### src/rtl/led_mode_ctrl.sv
// rtl/led_mode_ctrl.sv - 4-LED pattern controller with debounced mode button and step timer
module led_mode_ctrl #(
    parameter int STEP_MAX = 24_999_999,
    parameter int DEB_MAX  = 999_999
) (
    input  logic       sys_clk,
    input  logic       sys_rst_n,
    input  logic       key_n,
    output logic [3:0] led,
    output logic [1:0] mode,
    output logic       step_tick
);

    localparam int STEP_W = (STEP_MAX > 1) ? $clog2(STEP_MAX + 1) : 1;
    localparam int DEB_W  = (DEB_MAX > 2) ? $clog2(DEB_MAX) : 1;
    localparam logic [STEP_W-1:0] STEP_LAST = STEP_W'(STEP_MAX);
    localparam logic [DEB_W-1:0]  DEB_LAST  = DEB_W'(DEB_MAX - 1);

    typedef enum logic [1:0] {
        S_IDLE,
        S_PRESS,
        S_HELD,
        S_REL
    } deb_state_t;

    logic              r_key_meta;
    logic              r_key_s;
    deb_state_t        r_deb_state;
    deb_state_t        w_deb_next;
    logic [DEB_W-1:0]  r_deb_cnt;
    logic [DEB_W-1:0]  w_deb_cnt_next;
    logic              w_press;
    logic [STEP_W-1:0] r_step_cnt;
    logic              w_tick;
    logic [3:0]        r_led;
    logic [3:0]        w_led_next;
    logic [1:0]        r_mode;
    logic [1:0]        w_mode_next;
    logic              r_dir;
    logic              w_dir_next;

    function automatic logic [3:0] init_pattern(input logic [1:0] m);
        case (m)
            2'd0:    init_pattern = 4'b0001;
            2'd1:    init_pattern = 4'b1000;
            2'd2:    init_pattern = 4'b1111;
            default: init_pattern = 4'b0001;
        endcase
    endfunction

    function automatic logic is_onehot(input logic [3:0] v);
        is_onehot = (v != 4'b0000) && ((v & (v - 4'b0001)) == 4'b0000);
    endfunction

    always_ff @(posedge sys_clk or negedge sys_rst_n) begin
        if (!sys_rst_n) begin
            r_key_meta <= 1'b1;
            r_key_s    <= 1'b1;
        end else begin
            r_key_meta <= key_n;
            r_key_s    <= r_key_meta;
        end
    end

    always_ff @(posedge sys_clk or negedge sys_rst_n) begin
        if (!sys_rst_n) begin
            r_deb_state <= S_IDLE;
            r_deb_cnt   <= '0;
        end else begin
            r_deb_state <= w_deb_next;
            r_deb_cnt   <= w_deb_cnt_next;
        end
    end

    // Press fires only on the S_PRESS -> S_HELD edge, so holding never repeats.
    always_comb begin
        w_deb_next     = r_deb_state;
        w_deb_cnt_next = r_deb_cnt;
        w_press        = 1'b0;
        case (r_deb_state)
            S_IDLE: begin
                if (!r_key_s) begin
                    w_deb_next     = S_PRESS;
                    w_deb_cnt_next = '0;
                end
            end
            S_PRESS: begin
                if (r_key_s) begin
                    w_deb_next = S_IDLE;
                end else if (r_deb_cnt == DEB_LAST) begin
                    w_deb_next = S_HELD;
                    w_press    = 1'b1;
                end else begin
                    w_deb_cnt_next = r_deb_cnt + 1'b1;
                end
            end
            S_HELD: begin
                if (r_key_s) begin
                    w_deb_next     = S_REL;
                    w_deb_cnt_next = '0;
                end
            end
            S_REL: begin
                if (!r_key_s) begin
                    w_deb_next = S_HELD;
                end else if (r_deb_cnt == DEB_LAST) begin
                    w_deb_next = S_IDLE;
                end else begin
                    w_deb_cnt_next = r_deb_cnt + 1'b1;
                end
            end
            default: w_deb_next = S_IDLE;
        endcase
    end

    assign w_tick = (r_step_cnt == STEP_LAST);

    always_ff @(posedge sys_clk or negedge sys_rst_n) begin
        if (!sys_rst_n) begin
            r_step_cnt <= '0;
        end else if (w_press || w_tick) begin
            r_step_cnt <= '0;
        end else begin
            r_step_cnt <= r_step_cnt + 1'b1;
        end
    end

    // A press outranks a coincident tick: the tick's advance is dropped.
    always_comb begin
        w_led_next  = r_led;
        w_mode_next = r_mode;
        w_dir_next  = r_dir;
        if (w_press) begin
            w_mode_next = r_mode + 2'd1;
            w_led_next  = init_pattern(r_mode + 2'd1);
            w_dir_next  = 1'b1;
        end else if (w_tick) begin
            case (r_mode)
                2'd0: begin
                    if (is_onehot(r_led)) w_led_next = {r_led[2:0], r_led[3]};
                    else                  w_led_next = init_pattern(r_mode);
                end
                2'd1: begin
                    if (is_onehot(r_led)) w_led_next = {r_led[0], r_led[3:1]};
                    else                  w_led_next = init_pattern(r_mode);
                end
                2'd2: begin
                    if (r_led == 4'b0000 || r_led == 4'b1111) w_led_next = ~r_led;
                    else                                      w_led_next = init_pattern(r_mode);
                end
                default: begin
                    if (!is_onehot(r_led)) begin
                        w_led_next = init_pattern(r_mode);
                    end else if (r_dir) begin
                        if (r_led == 4'b1000) begin
                            w_led_next = 4'b0100;
                            w_dir_next = 1'b0;
                        end else begin
                            w_led_next = r_led << 1;
                        end
                    end else begin
                        if (r_led == 4'b0001) begin
                            w_led_next = 4'b0010;
                            w_dir_next = 1'b1;
                        end else begin
                            w_led_next = r_led >> 1;
                        end
                    end
                end
            endcase
        end
    end

    always_ff @(posedge sys_clk or negedge sys_rst_n) begin
        if (!sys_rst_n) begin
            r_led  <= 4'b0001;
            r_mode <= 2'd0;
            r_dir  <= 1'b1;
        end else begin
            r_led  <= w_led_next;
            r_mode <= w_mode_next;
            r_dir  <= w_dir_next;
        end
    end

    assign led       = r_led;
    assign mode      = r_mode;
    assign step_tick = w_tick;

endmodule
### config.mk
export PLATFORM = sky130hd
export DESIGN_NAME = led_mode_ctrl
export DESIGN_NICKNAME = d
export VERILOG_FILES = /design/src/rtl/led_mode_ctrl.sv
export SDC_FILE = /design/constraint.sdc
export NUM_CORES = 1
export LEC_CHECK = 0
export CAP_MARGIN = 10
export CELL_PAD_IN_SITES_DETAIL_PLACEMENT = 1
export CELL_PAD_IN_SITES_GLOBAL_PLACEMENT = 1
export CORE_MARGIN = 2
export CORE_UTILIZATION = 52
export CTS_CLUSTER_DIAMETER = 50
export DETAILED_ROUTE_END_ITERATION = 12
export PLACE_DENSITY = 0.95
export SLEW_MARGIN = 20
export SYNTH_ARGS = -nofsm -noshare
export SYNTH_HDL_FRONTEND = slang
export SYNTH_SLANG_ARGS = --single-unit
### constraint.sdc
create_clock -name sys_clk -period 4.4 [get_ports sys_clk]
set_input_delay 0.88 -clock sys_clk [delete_from_list [all_inputs] [get_ports sys_clk]]
set_output_delay 0.88 -clock sys_clk [all_outputs]
set_load 0.01 [all_outputs]
==> results <==
- The flow ran to the end, and the final reports show no timing, DRC or antenna violations.
- In the routed layout, each cell is associated on average with a via count of 6.09.
- The area of the core region is 5990 sq um.
- The final layout contains routed wiring with a total length of 7470 microns.
- Clock-pin slew was measured on the worst setup and hold paths at 0.10 ns.
- The initial antenna violation count is 0.
- The number of warnings reported in the yosys synthesis log is 0.
- STA classifies the critical path startpoint as a flop.
- Gates resized during post-CTS repair numbered 0.
- For this configuration, the core starts out at a cell density of 54.3%.
- The classification of the worst setup path is flop to output port.
- The placed instances occupy a cell area of 3350 sq um.
- After layout, the worst path uses 80.7% of the clock period.
- The total leakage power is 0.00144 uW.
- Setup repair after global routing left no endpoint under its margin.
- The clock tree from TritonCTS is done.
- The first global-routing pass estimated 13400 microns of wire.
- After synthesis the cells add up to 3250 sq um.
- Once the clock tree was built, the setup fixing pass inserted 0 buffers.
- For this run, the total global-route usage over all layers was measured as 23.4%.
- The clock period could shrink to 3.55 ns.
- The number of routed nets with antenna violations is 0.
- The floorplan step set the die width to 83.1 microns.
- Dividing the detail-routed wire length by the instance count gives 17.5 microns.
- The actual slew at the worst max-slew pin is 1.04 ns.
- The via count of the first global-routing pass was 2797.
- On the final layout, the worst clock skew is 0.0176 ns.
- The post-placement setup slack is 1.20 ns.
- The peak supply drop is 0.000193 V.
- The worst hold path depth is 0.
- The buffer cell driving the clock tree root is clkbuf_8.
- The floorplan step defined a die boundary enclosing 6900 sq um.
- In this run the vertical extent of the chip is 83.1 microns.
- For this run, the post-layout net count is 362.
- The port buffer count is 9.
- After floorplanning, the core was divided into 28 placement rows.
- The pre-antenna-repair detailed-routing pass consisted of 4 iterations.
- The final standard cell area without fillers is 3430 sq um.
- STA puts the critical path data required time at 3.52 ns.
- The tightest slew margin relative to the limit is 30.7%.
- Final hold analysis gives a worst-case slack of 0.366 ns.
- The top cell types in the final layout, fill and taps aside, are dfrtp_1 (52), nor2_1 (44), nand2_1 (32), nand3_1 (25), xnor2_1 (21).
- Compared with the post-synthesis result, the final layout area differs by 5.62%.
- Once layout is complete, the utilization of the core stands at 57.3%.
- The detailed placer's ending HPWL is 5310 microns.
- The hold-fix buffer count after cts is 0.
- The layout cell share with drive strength beyond 1 is 7.95%.
- Counting flops with an async set or reset pin after synthesis yields a share of 100%.
- The most frequently used flop master after synthesis is dfrtp_1.
- Entering global routing, the biggest net connects 57 pins.
- 10 I/O pins were placed.
- The maximum level of the CTS H-tree is 2.
- The data arrival time of the worst path is 2.67 ns.
- Leaving out fill and tap cells, the most frequent cell in the layout is dfrtp_1.
- The post-route worst setup slack is 0.850 ns.
- The cell count after synthesis is 350.
- The number of max-slew violations in the final report was 0.
- The number of flops mapped to enable cells by yosys is 0.
- Averaged over all synthesized cells, the footprint is 9.29 sq um.
- The distinct cell type count of the synthesized netlist is 55.
- The kind of end point of the critical path is an output port.
- The final global-route overflow total is 0.
- Synthesis inferred 56 register bits.
- The post-synth net total is 361.
- Along the worst path, the maximum fanout reaches 4.
- The worst hold path belongs to the class flop to flop.
- The number of hold violations in the final report is 0.
- After synthesis, flip-flops and latches occupy 43.2% of the total area.
- The post-detailed-route DRC marker count is 0.
- The CTS buffer count is 5.
- The number of antenna repair diodes is 0.
- The total number of vias is 2601.
- The setup TNS after final layout is 0 ns.
- The power per standard cell area is 249 nW/um^2.
- The max-capacitance violation count is 0.
- For the worst flop-to-flop path, the logic depth is 7.
- CTS saw 56 sinks.
- The insertion delay of the later-clocked pin in the worst-skew pair is 0.32 ns.
- The iteration-0 DRC count of the detailed router is 113.
- Setup violations remaining at the end of the flow were counted as 0.
- For this run, the top clock speed supported by timing is 0.282 GHz.
- The routability congestion estimate from global placement is 0.799.
- The clock passes through at most 2 buffers.
==> final timing paths <==
path / from / end / slack, ns
max: r_step_cnt[0] / step_tick / 0.85
max reg2reg: r_deb_cnt[0] / led[2] / 1.48
min in group asynchronous: sys_rst_n / led[3] / 0.69
min: r_key_meta / r_key_s / 0.37
max in group asynchronous: sys_rst_n / r_step_cnt[11] / 3.22
min reg2reg: r_key_meta / r_key_s / 0.37
==> per-stage QoR <==
| step | total power (uW) | cells |
|---|---|---|
| 3_5_place_dp | 583 | 419 |
| 2_1_floorplan | 562 | 350 |
| 6_report | 855 | 427 |
| 3_3_place_gp | 579 | 419 |
| 4_1_cts | 867 | 427 |
| 5_1_grt | 891 | 427 |
==> Yosys cell counts, types with 5 or more instances <==
master    instances  area [sq um]
a21oi_1           9          45.0
and4_1            5          43.8
clkbuf_1         10          37.5
dfrtp_1          52          1300
ha_1              8           100
inv_1            14          52.6
nand2_1          32           120
nand3_1          25           125
nand4_1          13          81.3
nor2_1           44           165
nor3_1            9          45.0
nor4_1            6          37.5
o21ai_0          11          55.1
xnor2_1          21           184
xor2_1           18           158
==> critical path, stage by stage, from the launching register on <==
cell and delay, ns:
dfrtp_1 0.42, ha_1 0.24, nand4_1 0.16, or2_4 0.29, nor4_1 0.59, clkdlybuf4s50_1 0.67
==> layout make-up <==
type                       instances  area (sq um)
sequential                        56          1410
fill                             690          2560
multi-input combinational        263          1700
clock inverter                     2          12.5
timing repair buffer              11           100
inverter                          14          52.6
clock buffer                       6          72.6
tap                               75          93.8
==> logic make-up after synthesis <==
kind of cell | after synthesis | share of synthesized area, %
DFF | 56 | 43.2
AOI/OAI and AO/OA | 44 | 9.16
xor gates and xnor gates | 39 | 10.5
adders and majority gates | 8 | 3.08
buffers and inverters | 31 | 4.58
and+or+nand+nor | 170 | 28.8
muxes | 2 | 0.654
==> metal layers <==
metal | vias up | share of wire, % | track usage, %
met1 | 1319 | 44 | 30.3
met3 | 12 | 2.2 | 3.28
met4 | 0 | 2.2 | 7.75
li1 | 1232 | - | -
met5 | - | 0 | 0
met2 | 38 | 52 | 40.5
==> flip-flops by register name, indices dropped and copies added, names as in the netlist, named ones only <==
| signal | count |
|---|---|
| r_key_s | 1 |
| r_deb_state | 1 |
| led | 4 |
| r_key_meta | 1 |
| r_dir | 1 |
| mode | 2 |
| r_step_cnt | 25 |
| r_deb_cnt | 20 |
==> where the power goes <==
part	internal [uW]	switching (uW)	total (uW)
clock network	112	172	284
registers	524	13.8	538
logic	12.6	21.3	33.9
total	648	207	855
(Power assumes the default switching activity.)
